[config.mk]
export PLATFORM = sky130hd
export DESIGN_NAME = uart_tx_merge
export DESIGN_NICKNAME = d
export VERILOG_FILES = /design/src/rtl/uart_merge_pkg.sv /design/src/rtl/uart_merge_rx.sv /design/src/rtl/uart_tx_merge.sv
export SDC_FILE = /design/constraint.sdc
export NUM_CORES = 1
export LEC_CHECK = 0
export ABC_AREA = 1
export BUFFER_PORTS_ARGS = -buffer_cell sky130_fd_sc_hd__buf_2
export CORE_ASPECT_RATIO = 0.75
export CORE_MARGIN = 4
export CORE_UTILIZATION = 55
export CTS_BUF_LIST = sky130_fd_sc_hd__clkbuf_16
export DETAILED_ROUTE_END_ITERATION = 16
export PLACE_DENSITY = 0.79
export SLEW_MARGIN = 20
export SYNTH_ARGS = -nofsm -noshare
export SYNTH_HDL_FRONTEND = slang
export SYNTH_SLANG_ARGS = --single-unit
[constraint.sdc]
create_clock -name clk_i -period 2.5 [get_ports clk_i]
set_input_delay 0.375 -clock clk_i [delete_from_list [all_inputs] [get_ports clk_i]]
set_output_delay 0.375 -clock clk_i [all_outputs]
set_load 0.01 [all_outputs]
[src/rtl/uart_merge_pkg.sv]
// Shared types, frame constants and bit-timing derivation for the UART TX merger.
package uart_merge_pkg;

    localparam int   DATA_BITS   = 8;
    localparam logic START_LEVEL = 1'b0;
    localparam logic STOP_LEVEL  = 1'b1;

    typedef enum logic [1:0] {
        RX_IDLE,
        RX_START,
        RX_DATA,
        RX_STOP
    } rx_state_t;

    typedef enum logic [1:0] {
        TX_IDLE,
        TX_START,
        TX_DATA,
        TX_STOP
    } tx_state_t;

    function automatic int calc_bit_div(input int clk_freq, input int baud);
        return clk_freq / baud;
    endfunction

    function automatic int calc_half(input int bit_div);
        return bit_div / 2;
    endfunction

endpackage

[src/rtl/uart_merge_rx.sv]
// One source lane: input synchroniser, 8N1 receiver and byte FIFO.
//
// state    | meaning
// RX_IDLE  | line idle, waiting for a falling edge while enabled
// RX_START | half a bit in; confirm the start bit is still low
// RX_DATA  | sample 8 data bits at bit centres, LSB first
// RX_STOP  | sample stop bit; on a low stop bit hold here until the line returns high
module uart_merge_rx
    import uart_merge_pkg::*;
#(
    parameter int BIT_DIV     = 50,
    parameter int HALF        = 25,
    parameter int FIFO_DEPTH  = 16,
    parameter int SYNC_STAGES = 2
) (
    input  logic       clk_i,
    input  logic       rst_i,
    input  logic       rxd_i,
    input  logic       enable_i,
    input  logic       pop_i,
    output logic       not_empty_o,
    output logic [7:0] rd_data_o,
    output logic       overflow_o,
    output logic       frame_err_o
);

    localparam int CNT_W = $clog2(BIT_DIV);
    localparam int PTR_W = $clog2(FIFO_DEPTH);

    logic [SYNC_STAGES-1:0] sync_q, sync_d;
    rx_state_t              state_q, state_d;
    logic [CNT_W-1:0]       cnt_q, cnt_d;
    logic [2:0]             bit_q, bit_d;
    logic [7:0]             shreg_q, shreg_d;
    logic                   wait_q, wait_d;
    logic [7:0]             mem_q [FIFO_DEPTH];
    logic [7:0]             mem_d [FIFO_DEPTH];
    logic [PTR_W-1:0]       wr_ptr_q, wr_ptr_d;
    logic [PTR_W-1:0]       rd_ptr_q, rd_ptr_d;
    logic [PTR_W:0]         count_q, count_d;

    logic line;
    logic push;
    logic ferr;
    logic full;
    logic empty;
    logic do_push;
    logic do_pop;

    always_comb begin
        line    = sync_q[SYNC_STAGES-1];
        sync_d  = {sync_q[SYNC_STAGES-2:0], rxd_i};
        state_d = state_q;
        cnt_d   = cnt_q;
        bit_d   = bit_q;
        shreg_d = shreg_q;
        wait_d  = wait_q;
        push    = 1'b0;
        ferr    = 1'b0;

        unique case (state_q)
            RX_IDLE: begin
                if (line == START_LEVEL) begin
                    state_d = RX_START;
                    cnt_d   = CNT_W'(HALF - 1);
                end
            end
            RX_START: begin
                if (cnt_q == '0) begin
                    if (line == START_LEVEL) begin
                        state_d = RX_DATA;
                        cnt_d   = CNT_W'(BIT_DIV - 1);
                        bit_d   = 3'd0;
                    end else begin
                        state_d = RX_IDLE;
                    end
                end else begin
                    cnt_d = cnt_q - 1'b1;
                end
            end
            RX_DATA: begin
                if (cnt_q == '0) begin
                    shreg_d = {line, shreg_q[7:1]};
                    cnt_d   = CNT_W'(BIT_DIV - 1);
                    bit_d   = bit_q + 3'd1;
                    if (bit_q == 3'(DATA_BITS - 1)) begin
                        state_d = RX_STOP;
                    end
                end else begin
                    cnt_d = cnt_q - 1'b1;
                end
            end
            RX_STOP: begin
                if (wait_q) begin
                    if (line == STOP_LEVEL) begin
                        state_d = RX_IDLE;
                        wait_d  = 1'b0;
                    end
                end else if (cnt_q == '0) begin
                    if (line == STOP_LEVEL) begin
                        push    = 1'b1;
                        state_d = RX_IDLE;
                    end else begin
                        ferr   = 1'b1;
                        wait_d = 1'b1;
                    end
                end else begin
                    cnt_d = cnt_q - 1'b1;
                end
            end
            default: state_d = RX_IDLE;
        endcase

        // Disabling a lane abandons any partial frame on the spot.
        if (!enable_i) begin
            state_d = RX_IDLE;
            wait_d  = 1'b0;
            push    = 1'b0;
            ferr    = 1'b0;
        end
    end

    always_comb begin
        full     = (count_q == (PTR_W+1)'(FIFO_DEPTH));
        empty    = (count_q == '0);
        do_push  = push && !full;
        do_pop   = pop_i && !empty;
        mem_d    = mem_q;
        wr_ptr_d = wr_ptr_q;
        rd_ptr_d = rd_ptr_q;
        count_d  = count_q;
        if (do_push) begin
            mem_d[wr_ptr_q] = shreg_q;
            wr_ptr_d        = wr_ptr_q + 1'b1;
        end
        if (do_pop) begin
            rd_ptr_d = rd_ptr_q + 1'b1;
        end
        if (do_push && !do_pop) begin
            count_d = count_q + 1'b1;
        end else if (do_pop && !do_push) begin
            count_d = count_q - 1'b1;
        end
    end

    assign not_empty_o = !empty;
    assign rd_data_o   = mem_q[rd_ptr_q];
    assign overflow_o  = push && full;
    assign frame_err_o = ferr;

    always_ff @(posedge clk_i) begin
        if (rst_i) begin
            sync_q   <= '1;
            state_q  <= RX_IDLE;
            cnt_q    <= '0;
            bit_q    <= 3'd0;
            shreg_q  <= 8'h00;
            wait_q   <= 1'b0;
            wr_ptr_q <= '0;
            rd_ptr_q <= '0;
            count_q  <= '0;
        end else begin
            sync_q   <= sync_d;
            state_q  <= state_d;
            cnt_q    <= cnt_d;
            bit_q    <= bit_d;
            shreg_q  <= shreg_d;
            wait_q   <= wait_d;
            wr_ptr_q <= wr_ptr_d;
            rd_ptr_q <= rd_ptr_d;
            count_q  <= count_d;
        end
        mem_q <= mem_d;
    end

endmodule

[src/rtl/uart_tx_merge.sv]
// Merges several UART TX lines onto one pin by re-serialising whole frames round-robin.
//
// state    | meaning
// TX_IDLE  | line high, waiting for any non-empty lane FIFO
// TX_START | driving the start bit for BIT_DIV cycles
// TX_DATA  | driving 8 data bits LSB first
// TX_STOP  | driving the stop bit; last cycle picks the next frame with no gap
module uart_tx_merge
    import uart_merge_pkg::*;
#(
    parameter int NUM_SRC     = 2,
    parameter int CLK_FREQ    = 50000000,
    parameter int BAUD        = 1000000,
    parameter int FIFO_DEPTH  = 16,
    parameter int SYNC_STAGES = 2
) (
    input  logic               clk_i,
    input  logic               rst_i,
    input  logic [NUM_SRC-1:0] txd_i,
    input  logic [NUM_SRC-1:0] enable_i,
    input  logic               clear_i,
    output logic               txd_o,
    output logic               busy_o,
    output logic [NUM_SRC-1:0] overflow_o,
    output logic [NUM_SRC-1:0] frame_err_o
);

    localparam int BIT_DIV = calc_bit_div(CLK_FREQ, BAUD);
    localparam int HALF    = calc_half(BIT_DIV);
    localparam int CNT_W   = $clog2(BIT_DIV);
    localparam int PTR_W   = (NUM_SRC > 1) ? $clog2(NUM_SRC) : 1;

    if (BIT_DIV < 8) begin : g_bad_div
        $error("uart_tx_merge: CLK_FREQ/BAUD must be at least 8");
    end
    if (NUM_SRC < 1 || NUM_SRC > 8) begin : g_bad_num
        $error("uart_tx_merge: NUM_SRC must be 1..8");
    end
    if (FIFO_DEPTH < 2 || (FIFO_DEPTH & (FIFO_DEPTH - 1)) != 0) begin : g_bad_depth
        $error("uart_tx_merge: FIFO_DEPTH must be a power of 2, at least 2");
    end
    if (SYNC_STAGES < 2) begin : g_bad_sync
        $error("uart_tx_merge: SYNC_STAGES must be at least 2");
    end

    logic [NUM_SRC-1:0] not_empty;
    logic [NUM_SRC-1:0] pop;
    logic [NUM_SRC-1:0] ovf_evt;
    logic [NUM_SRC-1:0] ferr_evt;
    logic [7:0]         rd_data [NUM_SRC];

    for (genvar i = 0; i < NUM_SRC; i++) begin : g_src
        uart_merge_rx #(
            .BIT_DIV     (BIT_DIV),
            .HALF        (HALF),
            .FIFO_DEPTH  (FIFO_DEPTH),
            .SYNC_STAGES (SYNC_STAGES)
        ) u_rx (
            .clk_i       (clk_i),
            .rst_i       (rst_i),
            .rxd_i       (txd_i[i]),
            .enable_i    (enable_i[i]),
            .pop_i       (pop[i]),
            .not_empty_o (not_empty[i]),
            .rd_data_o   (rd_data[i]),
            .overflow_o  (ovf_evt[i]),
            .frame_err_o (ferr_evt[i])
        );
    end

    tx_state_t          tx_state_q, tx_state_d;
    logic [CNT_W-1:0]   cnt_q, cnt_d;
    logic [2:0]         bit_q, bit_d;
    logic [7:0]         shreg_q, shreg_d;
    logic [PTR_W-1:0]   ptr_q, ptr_d;
    logic               txd_q, txd_d;
    logic               busy_q, busy_d;
    logic [NUM_SRC-1:0] overflow_q, overflow_d;
    logic [NUM_SRC-1:0] frame_err_q, frame_err_d;

    logic               sel_found;
    logic [PTR_W-1:0]   sel_idx;
    logic [PTR_W-1:0]   cand;
    logic               load;

    // Scan starts one past the last served lane so every lane gets a turn.
    always_comb begin
        sel_found = 1'b0;
        sel_idx   = ptr_q;
        cand      = ptr_q;
        for (int k = 1; k <= NUM_SRC; k++) begin
            cand = PTR_W'((int'(ptr_q) + k) % NUM_SRC);
            if (!sel_found && not_empty[cand]) begin
                sel_found = 1'b1;
                sel_idx   = cand;
            end
        end
    end

    always_comb begin
        tx_state_d = tx_state_q;
        cnt_d      = cnt_q;
        bit_d      = bit_q;
        shreg_d    = shreg_q;
        ptr_d      = ptr_q;
        txd_d      = txd_q;
        pop        = '0;
        load       = 1'b0;

        unique case (tx_state_q)
            TX_IDLE: begin
                txd_d = STOP_LEVEL;
                load  = sel_found;
            end
            TX_START: begin
                if (cnt_q == '0) begin
                    tx_state_d = TX_DATA;
                    cnt_d      = CNT_W'(BIT_DIV - 1);
                    bit_d      = 3'd0;
                    txd_d      = shreg_q[0];
                    shreg_d    = {1'b0, shreg_q[7:1]};
                end else begin
                    cnt_d = cnt_q - 1'b1;
                end
            end
            TX_DATA: begin
                if (cnt_q == '0) begin
                    cnt_d = CNT_W'(BIT_DIV - 1);
                    if (bit_q == 3'(DATA_BITS - 1)) begin
                        tx_state_d = TX_STOP;
                        txd_d      = STOP_LEVEL;
                    end else begin
                        txd_d   = shreg_q[0];
                        shreg_d = {1'b0, shreg_q[7:1]};
                        bit_d   = bit_q + 3'd1;
                    end
                end else begin
                    cnt_d = cnt_q - 1'b1;
                end
            end
            TX_STOP: begin
                if (cnt_q == '0) begin
                    if (sel_found) begin
                        load = 1'b1;
                    end else begin
                        tx_state_d = TX_IDLE;
                        txd_d      = STOP_LEVEL;
                    end
                end else begin
                    cnt_d = cnt_q - 1'b1;
                end
            end
            default: tx_state_d = TX_IDLE;
        endcase

        if (load) begin
            pop[sel_idx] = 1'b1;
            shreg_d      = rd_data[sel_idx];
            ptr_d        = sel_idx;
            tx_state_d   = TX_START;
            cnt_d        = CNT_W'(BIT_DIV - 1);
            txd_d        = START_LEVEL;
        end
    end

    always_comb begin
        busy_d      = (tx_state_q != TX_IDLE) || (|not_empty);
        overflow_d  = (clear_i ? '0 : overflow_q) | ovf_evt;
        frame_err_d = (clear_i ? '0 : frame_err_q) | ferr_evt;
    end

    always_ff @(posedge clk_i) begin
        if (rst_i) begin
            tx_state_q  <= TX_IDLE;
            cnt_q       <= '0;
            bit_q       <= 3'd0;
            shreg_q     <= 8'h00;
            ptr_q       <= PTR_W'(NUM_SRC - 1);
            txd_q       <= STOP_LEVEL;
            busy_q      <= 1'b0;
            overflow_q  <= '0;
            frame_err_q <= '0;
        end else begin
            tx_state_q  <= tx_state_d;
            cnt_q       <= cnt_d;
            bit_q       <= bit_d;
            shreg_q     <= shreg_d;
            ptr_q       <= ptr_d;
            txd_q       <= txd_d;
            busy_q      <= busy_d;
            overflow_q  <= overflow_d;
            frame_err_q <= frame_err_d;
        end
    end

    assign txd_o       = txd_q;
    assign busy_o      = busy_q;
    assign overflow_o  = overflow_q;
    assign frame_err_o = frame_err_q;

endmodule

After elaboration in Yosys (flattened, before gate mapping)
Index checks and enable logic that the tools add are counted.
Word-level totals
  logic and storage cells: 330
  input port bits: 7
  output and inout port bits: 6
  bits in registers: 352
Cells by class
  bitwise logic cells: 9
  reduce and logical (&&, ||, !) cells: 63
  add/sub/neg operators: 16
  $lt $le $gt $ge: 11
  equal/unequal tests: 46
  multiplexer cells: 124
Operator list (count)
  $bwmux 128: 2
  $mux 8: 13
  $mux 6: 15
  $bmux 8 s4: 2
  $demux 8 s4: 2
  $mux 2: 24
  $pmux 6 s4: 2
  $mux 1: 40
  $ne 2x2->1 const B: 15
  $reduce_and 4->1: 7
  $mux 3: 9
  $ne 3x3->1 const B: 9
  $ge 5x5->1 const B: 4
  $mux 5: 4
  $not 4->5: 4
  $logic_not 6->1: 3
  $pmux 3 s2: 3
  $sub 6x1->6 const B: 3
  $add 4x1->4 const B: 4
  $pmux 2 s4: 2
  $pmux 8 s2: 1
  $logic_and 1x1->1: 14
  $reduce_bool 2->1: 7
  $eq 2x2->1 const B: 6
  31 further kinds: 74

Logic depth before layout (Yosys ltp)
Gate-level depths: netlist of the first run.
  depth in word-level cells: 17
  depth in mapped cells: 18
  depth with buffers taken out: 17

Hierarchy
A second synthesis of the first run with hierarchy kept.
Second synthesis, totals
  cell total of the unflattened synthesis: 1523
  area, all modules: 15593.7 um^2
Modules (own cells, without submodules)
  uart_merge_rx at g_src[0].u_rx: instances 1, area an instance 7054.3 um^2, sequential area each 4544.4 um^2, cells each 656
  uart_merge_rx at g_src[1].u_rx: instances 1, area an instance 6956.7 um^2, sequential area each 4544.4 um^2, cells each 626
  uart_tx_merge: instances 1, area an instance 1582.8 um^2, sequential area each 520.5 um^2, cells each 241

Worst setup path before layout of the first run
Ideal clock, no wire load.
  kind: reg2reg
  start point: register tx_state_q[0]
  end point: register g_src[0].u_rx.count_q[4]
  setup slack: -0.073 ns
  required time: 2.380 ns
  path buffers: 1
  data arrival time: 2.454 ns
  clock period less this slack: 2.573 ns
  stages on the path, launching flop included: 17
  library setup time: 0.120 ns
  path through: dfxtp_1 -> inv_1 -> ha_1 -> inv_1 -> nand3_2 -> buf_6 -> nor2_8 -> inv_2 -> ha_1 -> inv_1 -> ha_1 -> a21oi_1 -> nor2_1 -> o21ai_0 -> nand3_1 -> o21ai_0 -> a21oi_1
On the way
  longest elaborated chain between the ends: 7
  elaborated cells between the ends (all ways): 10
  classes of those cells: eq/ne (1); mux (3); reduce/logical (6)
Ends and longest elaborated chain
  start, declared: line uart_tx_merge.sv:71  | tx_state_t tx_state_q, tx_state_d;
  start signal, assigned: line uart_tx_merge.sv:184  | tx_state_q <= tx_state_d;
  $eq 2x2->1 or $logic_not 2->1 (tied branches): line uart_tx_merge.sv:110  | unique case (tx_state_q)
  $pmux 1 s2 *: line uart_tx_merge.sv:110
  $mux 2 *: line uart_tx_merge.sv:156  | if (load) begin
  $logic_and 1x1->1 *: line uart_merge_rx.sv:127  | do_pop = pop_i && !empty;
  $logic_not 1->1: line uart_merge_rx.sv:139  | if (do_push && !do_pop) begin
  $logic_and 1x1->1: line uart_merge_rx.sv:139
  $mux 5 or $reduce_bool 2->1 (tied branches)
  end signal, assigned: line uart_merge_rx.sv:171  | count_q <= count_d;
  end, declared: line uart_merge_rx.sv:40  | logic [PTR_W:0] count_q, count_d;
Mark *: on every way between the ends. The rest lies on a longest branch, timed or not.
A chain may end at the register's enable or synchronous reset.

Worst setup path after layout of the first run
  start point: register tx_state_q[0]
  end point: register g_src[1].u_rx.count_q[4]
On the way
  longest elaborated chain between the ends: 7
  elaborated cells between the ends (all ways): 10
  classes of those cells: eq/ne (1); mux (3); reduce/logical (6)
Ends and longest elaborated chain (line)
  $eq 2x2->1 or $logic_not 2->1 (tied branches): uart_tx_merge.sv:110
  $pmux 1 s2 *: uart_tx_merge.sv:110
  $mux 2 *: uart_tx_merge.sv:156
  $logic_and 1x1->1 *: uart_merge_rx.sv:127
  $logic_not 1->1: uart_merge_rx.sv:139
  $logic_and 1x1->1: uart_merge_rx.sv:139
  $mux 5 or $reduce_bool 2->1 (tied branches)
  end signal, assigned: uart_merge_rx.sv:171
  end, declared: uart_merge_rx.sv:40
Marked as above.

==> results of run 1 <==
state kept, by name, summed over array words and instances, names as in the netlist, named ones only:
signal and cells:
ptr_q 1, g_src.u_rx.mem_q 256, g_src.u_rx.count_q 10, frame_err_o 2, tx_state_q 2, g_src.u_rx.wait_q 2
txd_o 1, g_src.u_rx.state_q 2, g_src.u_rx.rd_ptr_q 8, g_src.u_rx.sync_q 4, g_src.u_rx.wr_ptr_q 8, g_src.u_rx.shreg_q 16
cnt_q 6, g_src.u_rx.cnt_q 12, bit_q 3, g_src.u_rx.bit_q 6, shreg_q 8, overflow_o 2
busy_o 1
area by class of cell:
| class | instances | area, um2 | area share [%] |
|---|---|---|---|
| clock inverter | 26 | 139 | 0.787 |
| tap | 378 | 473 | 2.68 |
| timing repair buffer | 98 | 743 | 4.21 |
| inverter | 135 | 509 | 2.89 |
| sequential | 352 | 9620 | 54.5 |
| multi-input combinational | 1027 | 5240 | 29.7 |
| clock buffer | 37 | 926 | 5.25 |
power breakdown:
group          switching [uW]  internal (uW)
clock                    2120           2780
combinational            3540           2010
sequential                184           6430
total                    5850          11200
critical path, delay by kind of cell (launching register included):
kind	cells	cell delay [ns]
AND/OR/NAND/NOR	4	0.47
flip-flops	1	0.35
buffers and inverters	4	0.28
adder cells (fa/ha/maj)	3	0.75
AO/OA/AOI/OAI	4	0.60
cells by family after synthesis:
group	Yosys count	share of synthesized area, %
and+or+nand+nor	719	19.7
buffers and inverters	194	5.16
adders and majority gates	49	4.04
xor gates and xnor gates	9	0.507
AOI/OAI and AO/OA	250	8.80
DFF	352	61.8
repair_timing:
| action | 4_1_cts | 5_1_grt |
|---|---|---|
| pin swaps | 2 | 14 |
| setup endpoints to repair | 4 | 4 |
| resized for setup | 13 | 27 |
| buffers inserted | 1 | 8 |
cell usage after synthesis (3+ instances only):
master	count	area (um2)
nand3_1	125	626
inv_2	6	22.5
ha_1	47	588
a21oi_1	88	440
nor2_4	3	33.8
or2_2	6	37.5
nor3_1	7	35.0
a31oi_1	5	31.3
nand2_1	340	1280
a211oi_1	3	22.5
o211ai_1	16	120
nand4_1	7	43.8
dfxtp_1	96	1920
buf_2	27	135
o21ai_0	121	606
clkbuf_1	21	78.8
buf_1	3	11.3
nand3_2	5	50.1
nor2_2	9	56.3
inv_1	127	477
xor2_1	7	61.3
nor2_1	208	781
edfxtp_1	256	7690
a21oi_2	3	26.3
buf_6	4	45.0
per-layer routing:
| layer | routed length (um) | up-vias |
|---|---|---|
| li1 | - | 5474 |
| met1 | 15300 | 5460 |
| met2 | 16500 | 511 |
| met3 | 2980 | 56 |
| met4 | 603 | 0 |
| met5 | 0 | - |
metrics by stage:
step                      hold slack [ns]  instances  setup WS [ns]
final                              0.0518       2053        -0.0554
after global routing               0.0488       2053         -0.255
after CTS                          0.0388       2045         0.0137
after detailed placement            0.393       1981         -0.187
after global placement              0.395       1981         0.0197
after floorplan                     0.389       1573        -0.0143
how the worst max path moves through the flow:
stage	slack, ns	cells past startpoint	endpoint
6_report	-0.06	15	g_src[1].u_rx.count_q[4]
5_1_grt	-0.25	16	g_src[1].u_rx.count_q[4]
4_1_cts	0.01	16	g_src[1].u_rx.count_q[4]
3_5_place_dp	-0.19	15	g_src[1].u_rx.count_q[4]
3_3_place_gp	0.02	16	g_src[1].u_rx.count_q[4]
2_1_floorplan	-0.01	15	g_src[0].u_rx.count_q[4]
==> impl_metrics.env, run 1 <==
export IMPL_grt_max_degree=74
export IMPL_ctsHoldBuffers=0
export IMPL_cts_tree="done"
export IMPL_place_gp_congestion=0.892
export IMPL_crit_required_ns=2.89
export IMPL_fin_nets=1706
export IMPL_finalHoldViolCount=0
export IMPL_clk_latency_ns=0.51
export IMPL_final_cell_mix="nand2_1, edfxtp_1, nor2_1, inv_1, nand3_1"
export IMPL_dieArea_um2=31000
export IMPL_drive_gt1_share_pct=13.1
export IMPL_cpMostUsedCell="inv_2"
export IMPL_numPortBuffers=12
export IMPL_synth_seq_cells=352
export IMPL_rr_worst_depth=15
export IMPL_cts_buffer_depth=3
export IMPL_arrival_ns=2.95
export IMPL_tightest_slew_ns=0.858
export IMPL_drt_wl_total_um=35500
export IMPL_power_total_uw=17100
export IMPL_report_final_slew_viol_count=0
export IMPL_synth_cell_types=48
export IMPL_leakage_uw=0.00708
export IMPL_core_rowCount=52
export IMPL_ir_drop_mv=0.879
export IMPL_use_met1_pct=32.6
export IMPL_die_width_um=202
export IMPL_power_density_nw_per_um2=967
export IMPL_rsz0062_at_grt="true"
export IMPL_yosys_most_used_dff="edfxtp_1"
export IMPL_synthArstFlopShare_pct=0
export IMPL_numClockSinks=352
export IMPL_die_h_um=154
export IMPL_met2_usage_pct=35.4
export IMPL_hold_class="in -> reg"
export IMPL_h_tree_depth=2
export IMPL_num_fill_cells=1989
export IMPL_routedWlPerCell_um=17.3
export IMPL_relSlewSlack_pct=42.8
export IMPL_viasPerCell=5.60
export IMPL_drtPass1Iterations=6
export IMPL_cts_buffers=36
export IMPL_ff2ff_setup_slack_ns=-0.06
export IMPL_holdPathStages=2
export IMPL_rr_startpoint="tx_state_q[0]"
export IMPL_final_setup_worst_slack_ns=-0.0554
export IMPL_dp_hpwl_um=22300
export IMPL_grt_pass1_vias=10900
export IMPL_syn_cell_area_um2=15500
export IMPL_fin_crit_sh_pct=102
export IMPL_use_met3_pct=3.54
export IMPL_num_io_pins=13
export IMPL_grt_usage_pct=22.3
export IMPL_grt_first_pass_wirelength_um=56400
export IMPL_antenna_cells=0
export IMPL_slowest_delay_ns=0.35
export IMPL_timing_fmax_mhz=391
export IMPL_worstSetupPathType="reg -> reg"
export IMPL_grt_overflow=0
export IMPL_status="complete, but fails checks"
export IMPL_cp_start_kind="flip-flop"
export IMPL_final_common_cell="nand2_1"
export IMPL_tns_ns=-0.104
export IMPL_antenna_found_initial=0
export IMPL_busiest_layer="met2"
export IMPL_initial_utilization_pct=56.7
export IMPL_ant_nets=0
export IMPL_slowest_stage="dfxtp_2"
export IMPL_whs_endpoint="g_src[0].u_rx.sync_q[0]"
export IMPL_skew_ns=0.0152
export IMPL_core_um2=27400
export IMPL_syn_num_nets=1629
export IMPL_r2r_end="g_src[1].u_rx.count_q[4]"
export IMPL_avgSynthCellArea_um2=9.88
export IMPL_synthCells=1573
export IMPL_path_cells="inv_2, ha_1, inv_2, nand3_4, nor2_4, inv_2, ha_4, inv_2, ha_1, a21oi_2, nor2_2, o21ai_1, nand3_1, o21ai_1, a21oi_1"
export IMPL_critPathCaptureType="flip-flop"
export IMPL_critPathMaxFanout=4
export IMPL_area_growth_pct=13.6
export IMPL_drtIter0Drc=1205
export IMPL_yosysSeqAreaShare_pct=61.8
export IMPL_maxCapViolCount=0
export IMPL_placed_area_um2=16400
export IMPL_clk_pin_slew_ns=0.06
export IMPL_synth_edf_count=256
export IMPL_drc=0
export IMPL_fin_crit_ns=2.56
export IMPL_via_count=11500
export IMPL_fin_area_um2=17600
export IMPL_min_from="txd_i[0]"
export IMPL_finalSetupViolCount=3
export IMPL_violations="setup timing"
export IMPL_root_buffer="clkbuf_16"
export IMPL_crit_start="tx_state_q[0]"
export IMPL_utilization_pct=64.4
export IMPL_ys_warn_count=0
Note: power is estimated with default switching activity, not from simulation.
==> run 2, diff against run 1 <==
--- a/config.mk
+++ b/config.mk
@@ -12,7 +12,7 @@
 export CORE_UTILIZATION = 55
 export CTS_BUF_LIST = sky130_fd_sc_hd__clkbuf_16
 export DETAILED_ROUTE_END_ITERATION = 16
-export PLACE_DENSITY = 0.79
+export PLACE_DENSITY = 0.76
 export SLEW_MARGIN = 20
 export SYNTH_ARGS = -nofsm -noshare
 export SYNTH_HDL_FRONTEND = slang
==> constraint.sdc (replaced) <==
create_clock -name clk_i -period 2.4 [get_ports clk_i]
set_input_delay 0.36 -clock clk_i [delete_from_list [all_inputs] [get_ports clk_i]]
set_output_delay 0.36 -clock clk_i [all_outputs]
set_load 0.01 [all_outputs]
==> run 2 against run 1 <==
Against the previous run:
- the flow now finishes without violations
- sequential share of layout area down 0.91 points
- highest routed layer unchanged
- power up 7.2%
- flip-flop and latch count unchanged
- global-route usage about the same
- clock power up 6.7%
- first-iteration DRC count up 23%
==> impl_metrics.env, run 2 (synthesis gave the netlist of run 1 again) <==
export IMPL_skew_ns=0.0141
export IMPL_drive_gt1_share_pct=15.4
export IMPL_status="finished, final reports clean"
export IMPL_intPower_uw=12100
export IMPL_initial_utilization_pct=56.7
export IMPL_finalSetupViolCount=0
export IMPL_holdPathStages=2
export IMPL_die_h_um=154
export IMPL_fin_crit_ns=2.32
export IMPL_viasPerCell=5.47
export IMPL_busiest_layer="met2"
export IMPL_use_met3_pct=4.95
export IMPL_regMostFlops="g_src.u_rx.mem_q"
export IMPL_whs_endpoint="g_src[0].u_rx.sync_q[0]"
export IMPL_final_setup_worst_slack_ns=0.0763
export IMPL_via_count=11400
export IMPL_power_density_nw_per_um2=1020
export IMPL_final_cell_mix="nand2_1, edfxtp_1, nor2_1, inv_1, nand3_1"
export IMPL_root_buffer="clkbuf_16"
export IMPL_rr_worst_depth=16
export IMPL_timing_fmax_mhz=430
export IMPL_final_cells=2081
export IMPL_die_width_um=202
export IMPL_rr_startpoint="tx_state_q[0]"
export IMPL_dp_slack_ns=-0.210
export IMPL_final_common_cell="nand2_1"
export IMPL_ant_nets=0
export IMPL_critPathCaptureType="flip-flop"
export IMPL_slowest_stage="dfxtp_4"
export IMPL_numPortBuffers=12
export IMPL_power_frac_seq_pct=37.7
export IMPL_arrival_ns=2.73
export IMPL_drtPass1Iterations=7
export IMPL_hold_class="in -> reg"
export IMPL_met2_usage_pct=33.8
export IMPL_worstSetupPathType="reg -> reg"
export IMPL_grt_pass1_vias=10700
export IMPL_relSlewSlack_pct=43.7
export IMPL_leakage_uw=0.00724
export IMPL_ff2ff_setup_slack_ns=0.08
export IMPL_tightest_slew_ns=0.843
export IMPL_cts_tree="done"
export IMPL_fin_nets=1733
export IMPL_critPathMaxFanout=4
export IMPL_antenna_cells=0
export IMPL_grt_overflow=0
export IMPL_cts_buffer_depth=3
export IMPL_h_tree_depth=2
export IMPL_crit_required_ns=2.80
export IMPL_cp_start_kind="flip-flop"
export IMPL_fin_crit_sh_pct=96.8
export IMPL_num_io_pins=13
export IMPL_path_cells="ha_4, nand4_1, nand2_2, nand3_4, nor2_4, inv_2, ha_4, fa_2, inv_2, a21oi_2, nor2_2, nor2_1, nand2_1, nand3_2, o21ai_1, a21oi_1"
export IMPL_grt_max_degree=74
export IMPL_slowest_delay_ns=0.38
export IMPL_p_sw_share_pct=33.8
export IMPL_p_comb_share_pct=33.7
export IMPL_core_rowCount=52
export IMPL_clk_latency_ns=0.53
export IMPL_finalHoldViolCount=0
export IMPL_pwr_share_clk_pct=28.6
export IMPL_grt_first_pass_wirelength_um=56000
export IMPL_cts_buffers=36
export IMPL_numClockSinks=352
export IMPL_routedWlPerCell_um=16.9
export IMPL_largest_register_ffs=256
export IMPL_ir_drop_mv=0.945
export IMPL_dp_hpwl_um=22200
export IMPL_core_um2=27400
export IMPL_dp_cells=2007
export IMPL_antenna_found_initial=0
export IMPL_place_gp_congestion=0.860
export IMPL_area_growth_pct=15.6
export IMPL_drtIter0Drc=1482
export IMPL_largestRegisters="g_src.u_rx.mem_q (256), g_src.u_rx.shreg_q (16), g_src.u_rx.cnt_q (12)"
export IMPL_grt_usage_pct=22.3
export IMPL_drc=0
export IMPL_rsz0062_at_grt="true"
export IMPL_report_final_slew_viol_count=0
export IMPL_dieArea_um2=31000
export IMPL_drt_wl_total_um=35100
export IMPL_switchingPower_uw=6180
export IMPL_clk_pin_slew_ns=0.06
export IMPL_min_from="txd_i[0]"
export IMPL_use_met1_pct=33.1
export IMPL_r2r_end="g_src[1].u_rx.count_q[4]"
export IMPL_maxCapViolCount=0
[run 2: cell types whose count changed in the layout (fill, tap and decap cells not counted), sizes merged]
cell and change:
buf +27, bufinv +1, clkinv -5, clkinvlp +1
inv +4
[run 2: worst max-delay path, delay by kind of cell (launching register included)]
kind | cells | cell delay, ns
flops | 1 | 0.38
fa+ha+maj | 3 | 0.65
buf+inv | 2 | 0.12
simple gates | 8 | 0.80
compound gates | 3 | 0.25
[run 2: metal layers]
layer  wire [um]  vias to the layer above
met5           0                        -
met4         594                        0
met1       15700                     5399
li1            -                     5524
met3        2890                       51
met2       15900                      403
[run 2: per-stage QoR]
step                      util, %  power, uW  hold WS (ns)  area (um2)  TNS [ns]
after CTS                    64.8      17900        0.0120       17800   -0.0696
final                        65.6      18300        0.0294       18000         0
after detailed placement     60.5      12400         0.403       16600    -0.655
after floorplan                 -      10900         0.389       15500    -0.189
after global routing         65.6      19400        0.0206       18000    -0.256
after global placement       60.5      12300         0.392       16600    -0.192
[run 2: cell type report]
type | count | area (um2)
sequential | 352 | 9630
clock inverter | 27 | 173
clock buffer | 37 | 926
multi-input combinational | 1027 | 5330
fill | 2026 | 9430
tap | 378 | 473
inverter | 135 | 517
timing repair buffer | 125 | 920
[run 2: worst max-delay path by stage]
stage | startpoint | endpoint | slack, ns | cells after the start
5_1_grt | g_src[1].u_rx.count_q[1] | g_src[0].u_rx.count_q[4] | -0.12 | 16
2_1_floorplan | g_src[0].u_rx.cnt_q[0] | g_src[0].u_rx.count_q[4] | -0.11 | 15
4_1_cts | g_src[0].u_rx.cnt_q[1] | g_src[0].u_rx.count_q[4] | -0.07 | 15
3_3_place_gp | tx_state_q[0] | g_src[1].u_rx.count_q[4] | -0.10 | 16
3_5_place_dp | tx_state_q[0] | g_src[0].u_rx.count_q[4] | -0.21 | 15
6_report | tx_state_q[0] | g_src[1].u_rx.count_q[4] | 0.08 | 16
[run 2: power by group through the flow]
stage	Clock, uW	Sequential (uW)	Combinational (uW)
floorplan	0	6960	3970
global placement	0	6960	5330
detailed placement	0	6970	5480
CTS	5290	6860	5710
global route	5590	6920	6850
finish	5230	6890	6170
[run 2: timing repair]
item	in CTS	in global routing
hold buffers	0	0
resized for setup	26	41
pin swaps	16	30
endpoints found under the setup margin	5	6
buffers inserted	4	6
==> run 3, diff against run 2 <==
--- a/config.mk
+++ b/config.mk
@@ -5,7 +5,6 @@
 export SDC_FILE = /design/constraint.sdc
 export NUM_CORES = 1
 export LEC_CHECK = 0
-export ABC_AREA = 1
 export BUFFER_PORTS_ARGS = -buffer_cell sky130_fd_sc_hd__buf_2
 export CORE_ASPECT_RATIO = 0.75
 export CORE_MARGIN = 4
==> run 3 against run 2 <==
Against the previous run:
- the flow now finishes with violations (setup timing)
- fmax shrank 13%
- count of clock-buffer cells in the layout is the same
- design area down 0.79%
- clock power grew 1%
- critical path type unchanged
- largest power group unchanged
==> impl_metrics.env, run 3 <==
export IMPL_p_comb_share_pct=30.5
export IMPL_drtPass1Iterations=5
export IMPL_avgSynthCellArea_um2=14.2
export IMPL_p_sw_share_pct=29.4
export IMPL_cts_buffers=36
export IMPL_power_density_nw_per_um2=984
export IMPL_largest_register_ffs=256
export IMPL_syn_cell_area_um2=15000
export IMPL_largestRegisters="g_src.u_rx.mem_q (256), g_src.u_rx.shreg_q (16), g_src.u_rx.cnt_q (12)"
export IMPL_ys_warn_count=0
export IMPL_clk_latency_ns=0.52
export IMPL_met2_usage_pct=34.2
export IMPL_area_growth_pct=19.0
export IMPL_root_buffer="clkbuf_16"
export IMPL_power_frac_seq_pct=39.4
export IMPL_die_h_um=151
export IMPL_ff2ff_setup_slack_ns=-0.28
export IMPL_grt_usage_pct=21.4
export IMPL_syn_num_nets=1107
export IMPL_critPathMaxFanout=4
export IMPL_routedWlPerCell_um=19.8
export IMPL_violations="setup timing"
export IMPL_netlist_top_cells_area="edfxtp_1, dfxtp_1, mux4_2"
export IMPL_drt_wl_total_um=31300
export IMPL_yosys_area_top_type="edfxtp_1"
export IMPL_fin_crit_ns=2.68
export IMPL_timing_fmax_mhz=373
export IMPL_rr_worst_depth=15
export IMPL_busiest_layer="met2"
export IMPL_tightest_slew_ns=0.712
export IMPL_placed_area_um2=16400
export IMPL_core_rowCount=52
export IMPL_place_gp_congestion=0.837
export IMPL_status="complete, but fails checks"
export IMPL_slowest_stage="or3_4"
export IMPL_drive_gt1_share_pct=29.2
export IMPL_num_io_pins=13
export IMPL_arrival_ns=3.07
export IMPL_hold_class="in -> reg"
export IMPL_via_count=9236
export IMPL_drc=0
export IMPL_ant_nets=0
export IMPL_core_um2=26900
export IMPL_clk_pin_slew_ns=0.06
export IMPL_cp_num_buf_inv=3
export IMPL_rsz0062_at_grt="true"
export IMPL_numClockSinks=352
export IMPL_utilization_pct=66.3
export IMPL_fin_crit_sh_pct=112
export IMPL_synthCells=1051
export IMPL_drtIter0Drc=786
export IMPL_yosysSeqAreaShare_pct=64.2
export IMPL_grt_overflow=0
export IMPL_slowest_delay_ns=0.37
export IMPL_grt_pass1_vias=9191
export IMPL_path_cells="inv_2, ha_4, nor2b_4, a31o_4, o2111a_2, inv_4, ha_4, inv_4, ha_4, nor2b_1, o21a_1, or3_4, a21oi_2, xnor2_1, nor2_1"
export IMPL_die_width_um=199
export IMPL_pwr_share_clk_pct=30.1
export IMPL_crit_start="cnt_q[0]"
export IMPL_final_common_cell="edfxtp_1"
export IMPL_holdPathStages=2
export IMPL_ir_drop_mv=0.901
export IMPL_grt_max_degree=39
export IMPL_report_final_slew_viol_count=0
export IMPL_finalHoldViolCount=0
export IMPL_synth_seq_cells=352
export IMPL_relSlewSlack_pct=52.5
export IMPL_leakage_uw=0.00626
export IMPL_critPathTopFamily="simple AND/OR/NAND/NOR gates"
export IMPL_r2r_end="g_src[1].u_rx.count_q[4]"
export IMPL_cpMostUsedCell="ha_4"
export IMPL_synth_top_area_share_pct=51.3
export IMPL_grt_first_pass_wirelength_um=50200
export IMPL_seq_area_um2=9630
export IMPL_fin_area_um2=17800
export IMPL_multi_input_area_um2=5240
export IMPL_dp_cells=1492
export IMPL_h_tree_depth=2
export IMPL_rr_startpoint="cnt_q[0]"
export IMPL_netlist_top_cells_count="edfxtp_1, nor2_1, dfxtp_1"
export IMPL_use_met1_pct=31.3
export IMPL_tns_ns=-0.751
export IMPL_intPower_uw=12400
export IMPL_cp_start_kind="flip-flop"
export IMPL_dp_hpwl_um=19600
export IMPL_final_cells=1579
export IMPL_final_setup_worst_slack_ns=-0.279
export IMPL_cts_buffer_depth=3
export IMPL_critPathCaptureType="flip-flop"
export IMPL_antenna_found_initial=0
export IMPL_min_from="txd_i[1]"
export IMPL_crit_required_ns=2.79
export IMPL_worstSetupPathType="reg -> reg"
export IMPL_cp_depth=15
export IMPL_use_met3_pct=3.29
export IMPL_fin_nets=1256
export IMPL_final_cell_mix="edfxtp_1, buf_4, nor2_1, dfxtp_1, nand2_1"
export IMPL_yosys_most_used_dff="edfxtp_1"
export IMPL_synth_edf_count=256
export IMPL_yosysMostFrequentCell="edfxtp_1"
export IMPL_maxCapViolCount=0
export IMPL_initial_utilization_pct=55.7
export IMPL_synth_cell_types=61
export IMPL_cts_tree="done"
export IMPL_numPortBuffers=12
export IMPL_regMostFlops="g_src.u_rx.mem_q"
export IMPL_viasPerCell=5.85
export IMPL_finalSetupViolCount=3
export IMPL_dieArea_um2=30000
export IMPL_num_fill_cells=1796
export IMPL_skew_ns=0.0166
export IMPL_synthArstFlopShare_pct=0
export IMPL_switchingPower_uw=5150
export IMPL_whs_endpoint="g_src[1].u_rx.sync_q[0]"
export IMPL_antenna_cells=0
[run 3: cell types whose count changed in the layout (fill, tap and decap cells not counted), sizes merged, moves of 16 or more]
cell   delta
nand2   -275
nor2    -112
inv     -107
nand3   -107
o21ai    -93
mux4     +61
buf      +37
a21oi    -31
mux2i    +30
nor3     +16
[run 3: stage by stage]
step	hold WS, ns	worst slack [ns]	power, uW
3_3_place_gp	0.392	-0.310	11600
5_1_grt	0.0398	-0.457	18400
6_report	0.0333	-0.279	17500
3_5_place_dp	0.413	-0.383	11800
2_1_floorplan	0.389	-0.451	10300
4_1_cts	0.0224	-0.294	17400
[run 3: worst max path at each step]
stage,to
floorplan,g_src[1].u_rx.count_q[4]
global placement,g_src[1].u_rx.count_q[4]
detailed placement,g_src[1].u_rx.count_q[4]
CTS,g_src[1].u_rx.count_q[4]
global route,g_src[1].u_rx.count_q[4]
finish,g_src[1].u_rx.count_q[4]
[run 3: cell families after synthesis]
group | after synthesis | synth area share, %
adder cells (fa/ha/maj) | 49 | 4.19
AO/OA/AOI/OAI | 154 | 6.70
AND/OR/NAND/NOR | 283 | 9.00
multiplexers | 104 | 12.2
XOR/XNOR | 24 | 1.40
flip-flops | 352 | 64.2
buffers and inverters | 85 | 2.38
[run 3: timing repair]
action | in CTS | in global routing
setup buffers | 17 | 8
setup endpoints to repair | 7 | 14
pin swaps | 9 | 8
gates resized for setup | 23 | 12
hold buffers | 0 | 0
[run 3: final cells by class]
type / count / area share [%]
multi-input combinational: 614 / 29.4
inverter: 34 / 0.786
sequential: 352 / 54.0
clock inverter: 29 / 1.10
timing repair buffer: 162 / 7.04
tap: 351 / 2.46
clock buffer: 37 / 5.20
[run 3: power by group through the flow]
| stage | registers [uW] | logic [uW] | clock network, uW |
|---|---|---|---|
| final | 6910 | 5340 | 5280 |
| after global routing | 6930 | 5850 | 5630 |
| after CTS | 6900 | 5100 | 5360 |
| after detailed placement | 7020 | 4750 | 0 |
| after global placement | 7010 | 4640 | 0 |
| after floorplan | 7050 | 3210 | 0 |
[run 3: routing by layer]
layer,up-vias,share of wire (%)
li1,4262,-
met1,4583,43
met2,329,48
met3,62,7.0
met4,0,2.3
met5,-,0
